`config.mk`:
```
export PLATFORM = sky130hd
export DESIGN_NAME = load_store_unit_flat
export DESIGN_NICKNAME = d
export VERILOG_FILES = /design/src/rtl/load_store_unit_pkg.sv /design/src/rtl/load_store_unit_if.sv /design/src/rtl/lsu_align.sv /design/src/rtl/load_store_unit.sv /design/src/flat_wrapper.sv
export SDC_FILE = /design/constraint.sdc
export NUM_CORES = 1
export LEC_CHECK = 0
export ABC_AREA = 1
export BUFFER_PORTS_ARGS = -buffer_cell sky130_fd_sc_hd__buf_2
export CAP_MARGIN = 20
export CELL_PAD_IN_SITES_DETAIL_PLACEMENT = 1
export CELL_PAD_IN_SITES_GLOBAL_PLACEMENT = 1
export CORE_ASPECT_RATIO = 1.2
export CORE_MARGIN = 2
export CORE_UTILIZATION = 39
export DETAILED_ROUTE_END_ITERATION = 10
export GPL_ROUTABILITY_DRIVEN = 1
export MAX_ROUTING_LAYER = met4
export PLACE_DENSITY_LB_ADDON = 0.1
export SLEW_MARGIN = 20
export SYNTH_ARGS = -nofsm -noshare
export SYNTH_HDL_FRONTEND = slang
export SYNTH_SLANG_ARGS = --single-unit
```
`constraint.sdc`:
```
create_clock -name clk -period 4.05 [get_ports clk]
set_input_delay 0.2025 -clock clk [delete_from_list [all_inputs] [get_ports clk]]
set_output_delay 0.2025 -clock clk [all_outputs]
set_load 0.02 [all_outputs]
```
`src/rtl/load_store_unit_pkg.sv`:
```
// Shared constants and types for the RV32I load/store unit: opcodes,
// funct3 width codes, FSM state encoding and the captured-request context.
package load_store_unit_pkg;

  localparam logic [6:0] OP_LOAD  = 7'b0000011;
  localparam logic [6:0] OP_STORE = 7'b0100011;

  localparam logic [2:0] F3_B  = 3'b000;
  localparam logic [2:0] F3_H  = 3'b001;
  localparam logic [2:0] F3_W  = 3'b010;
  localparam logic [2:0] F3_BU = 3'b100;
  localparam logic [2:0] F3_HU = 3'b101;

  // S_SKIP holds a no-op/faulting access for one cycle so its response
  // lands on the same cycle as the fastest possible memory access.
  typedef enum logic [2:0] {
    S_IDLE,
    S_REQ,
    S_WAIT_R,
    S_SKIP,
    S_RESP
  } lsu_state_t;

  typedef struct packed {
    logic       is_load;
    logic [2:0] funct3;
    logic [1:0] byte_off;
    logic       misaligned;
    logic       illegal;
  } lsu_ctx_t;

endpackage

```
`src/rtl/load_store_unit_if.sv`:
```
// Execute-stage request/response and data-memory port of the load/store unit.
// master = the LSU itself, slave = its environment (execute stage + memory).
interface load_store_unit_if;

  logic        req_valid;
  logic        req_ready;
  logic [6:0]  opcode;
  logic [2:0]  funct3;
  logic [31:0] addr;
  logic [31:0] wdata;
  logic        resp_valid;
  logic [31:0] rdata_out;
  logic        misaligned;
  logic        bus_err;
  logic        mem_req;
  logic        mem_we;
  logic [31:0] mem_addr;
  logic [31:0] mem_wdata;
  logic [3:0]  mem_wstrb;
  logic        mem_gnt;
  logic        mem_rvalid;
  logic [31:0] mem_rdata;

  modport master (
    input  req_valid, opcode, funct3, addr, wdata, mem_gnt, mem_rvalid, mem_rdata,
    output req_ready, resp_valid, rdata_out, misaligned, bus_err,
           mem_req, mem_we, mem_addr, mem_wdata, mem_wstrb
  );

  modport slave (
    output req_valid, opcode, funct3, addr, wdata, mem_gnt, mem_rvalid, mem_rdata,
    input  req_ready, resp_valid, rdata_out, misaligned, bus_err,
           mem_req, mem_we, mem_addr, mem_wdata, mem_wstrb
  );

endinterface

```
`src/rtl/lsu_align.sv`:
```
// Combinational lane logic: store replication/strobes, load extraction with
// sign/zero extension, and misaligned/illegal access decode.
module lsu_align
  import load_store_unit_pkg::*;
(
  input  logic [2:0]  i_funct3,
  input  logic [1:0]  i_byte_off,
  input  logic        i_is_load,
  input  logic        i_is_store,
  input  logic [31:0] i_wdata,
  input  logic [31:0] i_rdata,
  output logic [31:0] o_wdata,
  output logic [3:0]  o_wstrb,
  output logic [31:0] o_ldata,
  output logic        o_misaligned,
  output logic        o_illegal
);

  logic [31:0] w_shifted;

  assign w_shifted = i_rdata >> {i_byte_off, 3'b000};

  always_comb begin
    o_wdata = i_wdata;
    o_wstrb = 4'b1111;
    case (i_funct3[1:0])
      2'b00: begin
        o_wdata = {4{i_wdata[7:0]}};
        o_wstrb = 4'b0001 << i_byte_off;
      end
      2'b01: begin
        o_wdata = {2{i_wdata[15:0]}};
        o_wstrb = i_byte_off[1] ? 4'b1100 : 4'b0011;
      end
      default: ;
    endcase
  end

  always_comb begin
    o_ldata = 32'h0;
    case (i_funct3)
      F3_B:    o_ldata = {{24{w_shifted[7]}}, w_shifted[7:0]};
      F3_H:    o_ldata = {{16{w_shifted[15]}}, w_shifted[15:0]};
      F3_W:    o_ldata = w_shifted;
      F3_BU:   o_ldata = {24'h0, w_shifted[7:0]};
      F3_HU:   o_ldata = {16'h0, w_shifted[15:0]};
      default: o_ldata = 32'h0;
    endcase
  end

  // An illegal width is reported alone; alignment is only judged for legal widths.
  always_comb begin
    o_illegal = 1'b0;
    if (i_is_load)
      o_illegal = (i_funct3 == 3'b011) || (i_funct3 == 3'b110) || (i_funct3 == 3'b111);
    else if (i_is_store)
      o_illegal = (i_funct3 > F3_W);
    o_misaligned = (i_is_load || i_is_store) && !o_illegal &&
                   (((i_funct3[1:0] == 2'b01) && i_byte_off[0]) ||
                    ((i_funct3 == F3_W) && (i_byte_off != 2'b00)));
  end

endmodule

```
`src/rtl/load_store_unit.sv`:
```
// RV32I load/store unit: accepts one access from execute, drives a single
// req/gnt + rvalid data-memory port, and returns one response pulse.
module load_store_unit
  import load_store_unit_pkg::*;
#(
  parameter int unsigned TIMEOUT = 255
) (
  input logic               clk,
  input logic               rst_n,
  load_store_unit_if.master bus
);

  localparam logic [15:0] LP_LAST = 16'(TIMEOUT - 1);

  lsu_state_t  r_state;
  lsu_ctx_t    r_ctx;
  logic [15:0] r_cnt;
  logic        r_ready;
  logic        r_resp_valid;
  logic [31:0] r_rdata;
  logic        r_misaligned;
  logic        r_bus_err;
  logic        r_mem_req;
  logic        r_mem_we;
  logic [31:0] r_mem_addr;
  logic [31:0] r_mem_wdata;
  logic [3:0]  r_mem_wstrb;

  logic        w_is_load;
  logic        w_is_store;
  logic        w_accept;
  logic        w_timeout;
  logic [2:0]  w_funct3;
  logic [1:0]  w_byte_off;
  logic [31:0] w_wdata;
  logic [3:0]  w_wstrb;
  logic [31:0] w_ldata;
  logic        w_misaligned;
  logic        w_illegal;

  assign w_is_load  = (bus.opcode == OP_LOAD);
  assign w_is_store = (bus.opcode == OP_STORE);
  assign w_accept   = bus.req_valid && r_ready;
  assign w_timeout  = (r_cnt == LP_LAST);

  // Decode works on live inputs while idle, extraction on the captured context.
  assign w_funct3   = (r_state == S_IDLE) ? bus.funct3    : r_ctx.funct3;
  assign w_byte_off = (r_state == S_IDLE) ? bus.addr[1:0] : r_ctx.byte_off;

  lsu_align u_align (
    .i_funct3     (w_funct3),
    .i_byte_off   (w_byte_off),
    .i_is_load    (w_is_load),
    .i_is_store   (w_is_store),
    .i_wdata      (bus.wdata),
    .i_rdata      (bus.mem_rdata),
    .o_wdata      (w_wdata),
    .o_wstrb      (w_wstrb),
    .o_ldata      (w_ldata),
    .o_misaligned (w_misaligned),
    .o_illegal    (w_illegal)
  );

  always_ff @(posedge clk) begin
    if (!rst_n) begin
      r_state      <= S_IDLE;
      r_ctx        <= '0;
      r_cnt        <= 16'h0;
      r_ready      <= 1'b1;
      r_resp_valid <= 1'b0;
      r_rdata      <= 32'h0;
      r_misaligned <= 1'b0;
      r_bus_err    <= 1'b0;
      r_mem_req    <= 1'b0;
      r_mem_we     <= 1'b0;
      r_mem_addr   <= 32'h0;
      r_mem_wdata  <= 32'h0;
      r_mem_wstrb  <= 4'h0;
    end else begin
      case (r_state)
        S_IDLE: begin
          if (w_accept) begin
            r_ready <= 1'b0;
            r_ctx   <= '{is_load: w_is_load, funct3: bus.funct3, byte_off: bus.addr[1:0],
                         misaligned: w_misaligned, illegal: w_illegal};
            if ((w_is_load || w_is_store) && !w_misaligned && !w_illegal) begin
              r_state     <= S_REQ;
              r_cnt       <= 16'h0;
              r_mem_req   <= 1'b1;
              r_mem_we    <= w_is_store;
              r_mem_addr  <= {bus.addr[31:2], 2'b00};
              r_mem_wdata <= w_is_store ? w_wdata : 32'h0;
              r_mem_wstrb <= w_is_store ? w_wstrb : 4'h0;
            end else begin
              r_state <= S_SKIP;
            end
          end
        end
        S_REQ: begin
          if (w_timeout || bus.mem_gnt) begin
            r_mem_req   <= 1'b0;
            r_mem_we    <= 1'b0;
            r_mem_addr  <= 32'h0;
            r_mem_wdata <= 32'h0;
            r_mem_wstrb <= 4'h0;
          end
          if (w_timeout) begin
            r_state      <= S_RESP;
            r_resp_valid <= 1'b1;
            r_bus_err    <= 1'b1;
          end else if (bus.mem_gnt) begin
            if (r_ctx.is_load) begin
              r_state <= S_WAIT_R;
              r_cnt   <= 16'h0;
            end else begin
              r_state      <= S_RESP;
              r_resp_valid <= 1'b1;
            end
          end else begin
            r_cnt <= r_cnt + 16'h1;
          end
        end
        S_WAIT_R: begin
          if (w_timeout) begin
            r_state      <= S_RESP;
            r_resp_valid <= 1'b1;
            r_bus_err    <= 1'b1;
          end else if (bus.mem_rvalid) begin
            r_state      <= S_RESP;
            r_resp_valid <= 1'b1;
            r_rdata      <= w_ldata;
          end else begin
            r_cnt <= r_cnt + 16'h1;
          end
        end
        S_SKIP: begin
          r_state      <= S_RESP;
          r_resp_valid <= 1'b1;
          r_misaligned <= r_ctx.misaligned;
          r_bus_err    <= r_ctx.illegal;
        end
        S_RESP: begin
          r_state      <= S_IDLE;
          r_ready      <= 1'b1;
          r_resp_valid <= 1'b0;
          r_rdata      <= 32'h0;
          r_misaligned <= 1'b0;
          r_bus_err    <= 1'b0;
        end
        default: begin
          r_state <= S_IDLE;
          r_ready <= 1'b1;
        end
      endcase
    end
  end

  assign bus.req_ready  = r_ready;
  assign bus.resp_valid = r_resp_valid;
  assign bus.rdata_out  = r_rdata;
  assign bus.misaligned = r_misaligned;
  assign bus.bus_err    = r_bus_err;
  assign bus.mem_req    = r_mem_req;
  assign bus.mem_we     = r_mem_we;
  assign bus.mem_addr   = r_mem_addr;
  assign bus.mem_wdata  = r_mem_wdata;
  assign bus.mem_wstrb  = r_mem_wstrb;

endmodule
```
`src/flat_wrapper.sv`:
```
// flat-port wrapper written by rule: the top's interface ports become plain ports
module load_store_unit_flat import load_store_unit_pkg::*;
#(
  parameter int unsigned TIMEOUT = 255
)
  (clk, rst_n, bus_req_valid, bus_opcode, bus_funct3, bus_addr, bus_wdata, bus_mem_gnt, bus_mem_rvalid, bus_mem_rdata, bus_req_ready, bus_resp_valid, bus_rdata_out, bus_misaligned, bus_bus_err, bus_mem_req, bus_mem_we, bus_mem_addr, bus_mem_wdata, bus_mem_wstrb);
  load_store_unit_if bus_i ();
  input logic clk;
  input logic rst_n;
  input wire logic [$bits(bus_i.req_valid)-1:0] bus_req_valid;
  input wire logic [$bits(bus_i.opcode)-1:0] bus_opcode;
  input wire logic [$bits(bus_i.funct3)-1:0] bus_funct3;
  input wire logic [$bits(bus_i.addr)-1:0] bus_addr;
  input wire logic [$bits(bus_i.wdata)-1:0] bus_wdata;
  input wire logic [$bits(bus_i.mem_gnt)-1:0] bus_mem_gnt;
  input wire logic [$bits(bus_i.mem_rvalid)-1:0] bus_mem_rvalid;
  input wire logic [$bits(bus_i.mem_rdata)-1:0] bus_mem_rdata;
  output wire logic [$bits(bus_i.req_ready)-1:0] bus_req_ready;
  output wire logic [$bits(bus_i.resp_valid)-1:0] bus_resp_valid;
  output wire logic [$bits(bus_i.rdata_out)-1:0] bus_rdata_out;
  output wire logic [$bits(bus_i.misaligned)-1:0] bus_misaligned;
  output wire logic [$bits(bus_i.bus_err)-1:0] bus_bus_err;
  output wire logic [$bits(bus_i.mem_req)-1:0] bus_mem_req;
  output wire logic [$bits(bus_i.mem_we)-1:0] bus_mem_we;
  output wire logic [$bits(bus_i.mem_addr)-1:0] bus_mem_addr;
  output wire logic [$bits(bus_i.mem_wdata)-1:0] bus_mem_wdata;
  output wire logic [$bits(bus_i.mem_wstrb)-1:0] bus_mem_wstrb;
  assign bus_i.req_valid = bus_req_valid;
  assign bus_i.opcode = bus_opcode;
  assign bus_i.funct3 = bus_funct3;
  assign bus_i.addr = bus_addr;
  assign bus_i.wdata = bus_wdata;
  assign bus_i.mem_gnt = bus_mem_gnt;
  assign bus_i.mem_rvalid = bus_mem_rvalid;
  assign bus_i.mem_rdata = bus_mem_rdata;
  assign bus_req_ready = bus_i.req_ready;
  assign bus_resp_valid = bus_i.resp_valid;
  assign bus_rdata_out = bus_i.rdata_out;
  assign bus_misaligned = bus_i.misaligned;
  assign bus_bus_err = bus_i.bus_err;
  assign bus_mem_req = bus_i.mem_req;
  assign bus_mem_we = bus_i.mem_we;
  assign bus_mem_addr = bus_i.mem_addr;
  assign bus_mem_wdata = bus_i.mem_wdata;
  assign bus_mem_wstrb = bus_i.mem_wstrb;
  load_store_unit #(.TIMEOUT(TIMEOUT)) u_core (.clk(clk), .rst_n(rst_n), .bus(bus_i));
endmodule
```
# Word-level counts from Yosys, hierarchy flattened
# Cells that the tools add are included.
# Widths: inputs -> output; s select.
# classes
addsub,1
n_mul,0
div,0
magnitude_cmp,1
eq_ne,27
shifts,2
mux,58
n_bitwise,1
n_reduce_logical,34
# ops
op,count
$mux 32,8
$pmux 32 s2,4
$pmux 32 s5,1
$mux 16,7
$pmux 16 s3,1
$shr 32x5->32,1
$mux 3,7
$mux 4,5
$add 16x1->16 const B,1
$eq 16x8->1 const B,1
$pmux 4 s2,2
$eq 3x3->1 const B,5
$mux 1,14
$eq 3x2->1 const B,4
$pmux 3 s4,1
$ne 2x2->1 const B,5
$ne 3x2->1 const B,3
$pmux 1 s2,4
$reduce_and 4->1,2
$reduce_bool 2->1,4
$eq 7x2->1 const B,1
$eq 7x6->1 const B,1
$logic_and 1x1->1,7
$reduce_and 7->1,1
other kinds (20),34
# word_totals
register_bits,133
latchBits,0
ramBits,0
romBits,0
out_inout_bits,106
word_cells,141
memories,0

# Longest topological paths before layout
# Gate-level depths: netlist of run 1.
# depth
depth_word,15
depth_mapped,16

# By module
# A second synthesis of run 1 with hierarchy kept.
# hier_totals
cells_unflattened,1128
hier_area_um2,7430.9
# by_module_without_submodules
mod,n_inst,cells_each,area_per_inst_um2,seq_area_each_um2
load_store_unit,1,853,6054.6,2622.5
lsu_align,1,275,1376.3,0.0

# Worst setup path before layout of run 1
# OpenSTA, ideal clock, no wires.
# synth_timing
kind,register -> register
startpoint,reg u_core.r_state[0]
endpoint,reg u_core.r_mem_addr[11] (netlist: u_core.bus.mem_addr[11])
setup_time_ps,132
arrival_time_ps,1789
path_slack_ps,2129
path_stages_with_launch,16
path_buffers,3
period_less_slack_ps,1921
cell_sequence,dfxtp_1 > nor2_4 > nand2_2 > buf_6 > nand2_1 > nand2_1 > nand3_1 > nand2_1 > nand2_1 > nand3_1 > nand2_2 > nand3_2 > buf_6 > buf_4 > nand2_1 > a21oi_1
# synth_between
elab_chain_len,14
word_cells_on_any_way,30
# synth_rtl
element,line_no,text
"start, declared",load_store_unit.sv:15,lsu_state_t r_state;
"start signal, assigned",load_store_unit.sv:66,r_state <= S_IDLE;
"start signal, assigned",load_store_unit.sv:87,r_state <= S_REQ;
"start signal, assigned",load_store_unit.sv:95,r_state <= S_SKIP;
"parallel branches: the longest is 14 deep, another holds $gt 3x2->1",--,
"end signal, assigned",load_store_unit.sv:91,"r_mem_addr <= {bus.addr[31:2], 2'b00};"
"end, declared",load_store_unit.sv:25,logic [31:0] r_mem_addr;
# Parallel ways; which one is timed is not known.
# A chain may end at the register's enable or synchronous reset.

# Worst setup path after layout of run 1
# layout_timing
startpoint,reg u_core.r_state[0]
endpoint,reg u_core.r_cnt[3]
# layout_between
elab_chain_len,14
word_cells_on_any_way,34
# layout_rtl
element,line_no,text
"parallel branches: the longest is 14 deep, another holds $gt 3x2->1",--,
"end signal, assigned",load_store_unit.sv:120,r_cnt <= r_cnt + 16'h1;
"end signal, assigned",load_store_unit.sv:133,r_cnt <= r_cnt + 16'h1;
"end, declared",load_store_unit.sv:17,logic [15:0] r_cnt;
# Parallel ways; which one is timed is not known.

==> results of run 1 <==
## power breakdown
group | leakage, nW | switching, mW | internal [mW] | total (mW)
Sequential | 1.06 | 0.129 | 1.51 | 1.64
Combinational | 2.82 | 2.80 | 0.941 | 3.74
Clock | 0.270 | 0.626 | 0.866 | 1.49
Total | 4.15 | 3.56 | 3.32 | 6.88
## registers in the layout, indices dropped and copies added (netlist names)
name	flops
u_core.bus.mem_wdata	32
u_core.r_state	3
u_core.bus.rdata_out	32
u_core.r_ctx	8
u_core.bus.resp_valid	1
u_core.bus.mem_req	1
u_core.bus.mem_we	1
u_core.bus.misaligned	1
u_core.bus.mem_wstrb	4
u_core.bus.mem_addr	30
u_core.bus.bus_err	1
u_core.r_cnt	16
u_core.bus.req_ready	1
## worst min-delay path, cell delays in order
cell and delay (ns):
buf_2 0.11, nand2_1 0.06, a21oi_1 0.06
## final cells by class
type	count	area (sq um)	share of cell area
repair buffers	229	1200	0.131
clock inverters	14	128	0.0140
clock buffers	18	439	0.0482
well taps	256	320	0.0352
diodes	3	7.51	0.000824
flip-flops and latches	131	2620	0.288
inverters	105	395	0.0434
multi-input cells	840	4000	0.439
## cell usage after synthesis, types with 2 or more instances
library cell | count | area share
o211ai_1 | 9 | 0.0091
clkinv_1 | 3 | 0.0015
dfxtp_1 | 131 | 0.35
nand2_2 | 5 | 0.0042
nand4_1 | 103 | 0.087
nand3b_1 | 5 | 0.0051
o21ai_0 | 35 | 0.024
clkbuf_1 | 48 | 0.024
nor3_1 | 26 | 0.018
nor2_4 | 2 | 0.0030
nand2_1 | 316 | 0.16
inv_2 | 3 | 0.0015
buf_6 | 8 | 0.012
xor2_1 | 4 | 0.0047
nand3_1 | 90 | 0.061
nand3_2 | 3 | 0.0040
buf_2 | 23 | 0.015
nor2_2 | 3 | 0.0025
ha_1 | 2 | 0.0034
inv_1 | 99 | 0.050
nor2_1 | 92 | 0.046
buf_4 | 6 | 0.0061
o2111ai_1 | 5 | 0.0059
a21oi_1 | 128 | 0.086
## logic make-up (layout without fill, tap and decap cells)
family	Yosys count	in the layout	share of synthesized area
DFF	131	131	0.353
other	1	5	0.000505
and+or+nand+nor	649	649	0.394
buffers and inverters	191	366	0.111
xor gates and xnor gates	5	5	0.00589
adders and majority gates	2	2	0.00337
AOI/OAI and AO/OA	182	182	0.132
## stage by stage
stage / worst slack (ns) / utilization
after detailed placement: 0.827 / 0.454
after global routing: 0.378 / 0.485
after floorplan: 2.13 / -
after global placement: 0.922 / 0.454
final: 0.811 / 0.485
after CTS: 0.812 / 0.484
## per-layer routing
metal  share of wire  vias to the layer above  track usage  wire length (um)
met5               0                        -            -                 0
met4           0.021                        0       0.0881               554
met3           0.044                       41       0.0461              1150
met2            0.49                      205        0.442             12800
met1            0.45                     4024        0.324             11700
li1                -                     4204            -                 -
## worst min-delay path by stage
stage / slack [ns] / from / to / cells past startpoint
2_1_floorplan: 0.35 / bus_addr[0] / u_core.r_ctx[2]$_SDFFE_PN0P_ / 2
3_3_place_gp: 0.44 / u_core.r_ctx[3]$_SDFFE_PN0P_ / u_core.r_ctx[3]$_SDFFE_PN0P_ / 2
3_5_place_dp: 0.45 / u_core.bus.mem_wdata[2]$_SDFFE_PN0P_ / u_core.bus.mem_wdata[2]$_SDFFE_PN0P_ / 2
4_1_cts: 0.05 / bus_addr[0] / u_core.r_ctx[2]$_SDFFE_PN0P_ / 3
5_1_grt: 0.08 / bus_addr[0] / u_core.r_ctx[2]$_SDFFE_PN0P_ / 3
6_report: 0.06 / bus_addr[0] / u_core.r_ctx[2]$_SDFFE_PN0P_ / 3
==> summary.md, run 1 <==
| Metric | Value |
|---|---|
| Gr usage total | `0.265` |
| Grt ovf | `0` |
| CTS root buf | `clkbuf_16` |
| Most common cell after layout, fill and taps aside | `nand2_1` |
| Data arrival time of the critical path | `3.50 ns` |
| Synth Cell Area | `7430 sq um` |
| Area Overhead vs Synth | `22.5%` |
| Largest net degree at the start of global routing | `77` |
| Worst skew pair latency | `0.43 ns` |
| H-tree depth | `4` |
| Vias per inst | `5.31` |
| Core area | `18800 sq um` |
| Initial core utilization | `0.396` |
| CP Cell Sequence | `nor2_4 > nand2_2 > nand2_1 > nand2_2 > inv_2 > nand2_1 > nand2_1 > nand3_1 > nand2_2 > nand3_2 > nand2_1 > a21oi_1` |
| IO Port Bufs | `214` |
| Final GP Congestion | `0.905` |
| Most used cell, CP | `nand2_1` |
| Die H | `155 um` |
| Hold Path Class | `input port to register` |
| Layout cells sized above 1 | `0.212` |
| RSZ-0062 raised after global routing | `false` |
| Synth Instances | `1161` |
| Overall Power | `6.88 mW` |
| Asr flop ratio synth | `0` |
| CTS tree | `done` |
| Final instance area | `9110 sq um` |
| Period utilization | `0.800` |
| Status | `completed` |
| Num CTS Buffers | `17` |
| Post-synthesis register bit count | `131` |
| Initial antenna violation count | `3` |
| Routed Antenna Nets | `0` |
| Most frequent cells in the layout | `316 x nand2_1, 214 x buf_2, 131 x dfxtp_1, 128 x a21oi_1, 103 x nand4_1` |
| CP Buf/Inv Count | `1` |
| Synth warn | `0` |
| LEAKAGE | `4.15 nW` |
| Worst Tran Pin Value | `0.995 ns` |
| Clock skew | `0.0135 ns` |
| Startpoint Class | `register` |
| Slowest CP cell | `nand2_2` |
| Final setup fails | `0` |
| Bufs on Longest Clock Path | `2` |
| CP Depth | `12` |
| Achievable Freq | `309 MHz` |
| Crit path capture type | `register` |
| Vias in the first global route | `8482` |
| Die area | `20200 sq um` |
| First-pass GRT wire length | `42.0 mm` |
| Fin. max-slew vios | `0` |
| Pre-antenna DRT Iters | `4` |
| Main flop type after synthesis | `dfxtp_1` |
| Hpwl dp | `18.3 mm` |
| Critical path class | `register to register` |
| # clock sinks | `131` |
| WHS | `0.0560 ns` |
| Post-cts sizing count | `0` |
| Critical R2R Capture | `u_core.r_cnt[3]$_SDFFE_PN0P_` |
| Slowest stage delay, CP | `0.49 ns` |
| Hold Violations, Final | `0` |
| Placed insts | `1561` |
| DRC Markers | `0` |
| Clk slew on worst S/H paths | `0.06 ns` |
| Relative slew margins | `0.337` |
| Yosys cell types | `36` |
| Post-synth EDFFs | `0` |
| Layout Cells excl Fill | `1596` |
| Die width | `130 um` |
| Worst endpoint required time | `4.31 ns` |
| Post-CTS setup buffers | `0` |
| CP delay by family, top | `simple AND/OR/NAND/NOR gates` |
| Worst r2r src | `u_core.r_state[0]$_SDFFE_PN0P_` |
| Mean post-synth cell area | `6.40 sq um` |
| Peak VDD IR | `0.000461 V` |
| Worst Path Max Fanout | `31` |
| Maxcap violations | `0` |
| Reg2reg setup slack | `0.81 ns` |
| Filler cells | `2627` |
| Min cycle time layout | `3.24 ns` |
| Seq/Total Area, Yosys | `0.353` |
| Hold-fix buffers, CTS | `0` |
| Final TNS setup | `0 ns` |
| Post-Route WL | `26.2 mm` |
| Worst Setup SP | `u_core.r_state[0]$_SDFFE_PN0P_` |
| Drt wl/cell | `16.4 um` |
| Pwr Density | `755 nW/um^2` |
| Row Count | `55` |
| Critical path endpoint | `u_core.r_cnt[3]$_SDFFE_PN0P_` |
| Placed Instance Area | `8530 sq um` |
| Final nets | `1437` |
| # IOs | `217` |
| Vias | `8474` |
| DR iter-0 viols | `488` |
| Reg2Reg Depth | `12` |
No activity file was read; power rests on OpenSTA's default activity.
==> inputs of run 2 (changes only) <==
--- a/config.mk
+++ b/config.mk
@@ -12,7 +12,7 @@
 export CELL_PAD_IN_SITES_GLOBAL_PLACEMENT = 1
 export CORE_ASPECT_RATIO = 1.2
 export CORE_MARGIN = 2
-export CORE_UTILIZATION = 39
+export CORE_UTILIZATION = 36
 export DETAILED_ROUTE_END_ITERATION = 10
 export GPL_ROUTABILITY_DRIVEN = 1
 export MAX_ROUTING_LAYER = met4
==> constraint.sdc (replaced) <==
create_clock -name clk -period 3.35 [get_ports clk]
set_input_delay 0.1675 -clock clk [delete_from_list [all_inputs] [get_ports clk]]
set_output_delay 0.1675 -clock clk [all_outputs]
set_load 0.02 [all_outputs]
==> run 2 against run 1 <==
Against the previous run:
- worst setup slack got worse by 0.34 ns
- largest power group unchanged
- clock skew fell by 0.0014 ns
- sequential share of layout area fell by 0.31 points
- critical endpoint is now u_core.r_cnt[7]$_SDFFE_PN0P_
- non-clock buffer count rose by 5
- sequential power rose by 22%
==> summary.md, run 2 (synthesis results as in run 1) <==
| Metric | Value |
|---|---|
| Status | `completed` |
| RSZ-0062 raised after global routing | `false` |
| Sw Share | `0.511` |
| Seq pwr share | `0.234` |
| Num CTS Buffers | `17` |
| Achievable Freq | `347 MHz` |
| Placed insts | `1575` |
| Die width | `135 um` |
| CTS tree | `done` |
| Drt wl/cell | `16.7 um` |
| Initial antenna violation count | `2` |
| IO Port Bufs | `214` |
| Vias | `8422` |
| Final TNS setup | `0 ns` |
| Post-CTS setup buffers | `0` |
| Core area | `20300 sq um` |
| H-tree depth | `4` |
| Internal power | `4.16 mW` |
| Post-cts sizing count | `0` |
| Die H | `161 um` |
| Initial core utilization | `0.367` |
| Final setup fails | `0` |
| Post-Route WL | `26.9 mm` |
| Layout Cells excl Fill | `1609` |
| Worst Path Max Fanout | `87` |
| Area Overhead vs Synth | `23.9%` |
| Period utilization | `0.861` |
| Row Count | `57` |
| LEAKAGE | `4.20 nW` |
| Data arrival time of the critical path | `3.15 ns` |
| Most used cell, CP | `nand2_1` |
| Uppermost layer routed | `met4` |
| Vias in the first global route | `8533` |
| Clk slew on worst S/H paths | `0.06 ns` |
| First-pass GRT wire length | `43.2 mm` |
| Combinational power share | `0.542` |
| Maxcap violations | `0` |
| Setup WS pre-CTS | `0.498 ns` |
| Pwr Density | `925 nW/um^2` |
| Most common cell after layout, fill and taps aside | `nand2_1` |
| Pre-antenna DRT Iters | `4` |
| Final setup margin | `0.466 ns` |
| CTS root buf | `clkbuf_16` |
| Largest net degree at the start of global routing | `88` |
| # clock sinks | `131` |
| Grt ovf | `0` |
| Vias per inst | `5.23` |
| Startpoint Class | `register` |
| Util after Layout | `0.454` |
| Worst skew pair latency | `0.42 ns` |
| Gr usage total | `0.252` |
| # IOs | `217` |
| Final nets | `1442` |
| Filler cells | `2778` |
| Hold Path Class | `input port to register` |
| Overall Power | `8.51 mW` |
| Slowest stage delay, CP | `0.43 ns` |
| CP delay by family, top | `simple AND/OR/NAND/NOR gates` |
| Met1 WL | `11.8 mm` |
| Bufs on Longest Clock Path | `2` |
| Die area | `21800 sq um` |
| Worst endpoint required time | `3.61 ns` |
| CP Buf/Inv Count | `1` |
| Routed Antenna Nets | `0` |
| Met3 Wirelength | `1.31 mm` |
| CP Cell Sequence | `nor2_4 > nand2_2 > nand2_1 > nand2_1 > nand3_1 > nand2_1 > nand2_1 > nand3_1 > nand2_2 > buf_12 > nand3_2 > nand2_1 > a21oi_1` |
| Final GP Congestion | `0.858` |
| Peak VDD IR | `0.000647 V` |
| Final instance area | `9200 sq um` |
| DRC Markers | `0` |
| Worst Tran Pin Value | `0.873 ns` |
| Slowest CP cell | `nand3_2` |
| Placed Instance Area | `8610 sq um` |
| Critical path class | `register to register` |
| Most frequent cells in the layout | `316 x nand2_1, 214 x buf_2, 131 x dfxtp_1, 128 x a21oi_1, 103 x nand4_1` |
| Relative slew margins | `0.418` |
| Crit path capture type | `register` |
| Hpwl dp | `18.9 mm` |
| DR iter-0 viols | `345` |
| WHS | `0.0548 ns` |
| Clock skew | `0.0121 ns` |
| Hold-fix buffers, CTS | `0` |
| Fin. max-slew vios | `0` |
| Met2 routed WL | `13.3 mm` |
| Clock Power Share | `0.224` |
| Min cycle time layout | `2.88 ns` |
| Hold Violations, Final | `0` |
| Sw Pwr | `4.35 mW` |
| Layout cells sized above 1 | `0.215` |
[run 2: worst register-to-register path, stage by stage, from the launching register on]
cell and delay [ns]:
dfxtp_1 0.34, nor2_4 0.22, nand2_2 0.21, nand2_1 0.11, nand2_1 0.25, nand3_1 0.18
nand2_1 0.08, nand2_1 0.07, nand3_1 0.10, nand2_2 0.12, buf_12 0.34, nand3_2 0.47
nand2_1 0.18, a21oi_1 0.07
[run 2: layout make-up]
type / count / area, sq um / area share
inverters: 105 / 395 / 0.0430
well taps: 265 / 332 / 0.0360
flip-flops and latches: 131 / 2620 / 0.285
repair buffers: 234 / 1260 / 0.137
clock buffers: 17 / 425 / 0.0462
diodes: 2 / 5.00 / 0.000544
multi-input cells: 840 / 4000 / 0.434
clock inverters: 15 / 168 / 0.0182
[run 2: metal layers]
metal | up-vias | track usage
met5 | - | -
met3 | 31 | 0.0436
met1 | 3956 | 0.308
met4 | 0 | 0.0777
li1 | 4205 | -
met2 | 230 | 0.423
[run 2: power by group through the flow]
stage                     sequential [mW]  combinational [mW]  clock, mW
after CTS                            2.00                4.64       1.96
after global placement               2.02                4.58          0
after global routing                 2.03                5.11       2.02
after floorplan                      2.24                3.17          0
after detailed placement             2.03                4.63          0
final                                2.00                4.61       1.91
[run 2: path summary, 6_finish.rpt]
check | cells after the start | to | start | slack [ns]
worst max-delay path | 13 | u_core.r_cnt[7]$_SDFFE_PN0P_ | u_core.r_state[0]$_SDFFE_PN0P_ | 0.47
worst min register to register | 2 | u_core.bus.mem_addr[15]$_SDFFE_PN0P_ | u_core.bus.mem_addr[15]$_SDFFE_PN0P_ | 0.46
worst min-delay path | 3 | u_core.r_ctx[2]$_SDFFE_PN0P_ | bus_addr[0] | 0.05
worst max register to register | 13 | u_core.r_cnt[7]$_SDFFE_PN0P_ | u_core.r_state[0]$_SDFFE_PN0P_ | 0.47
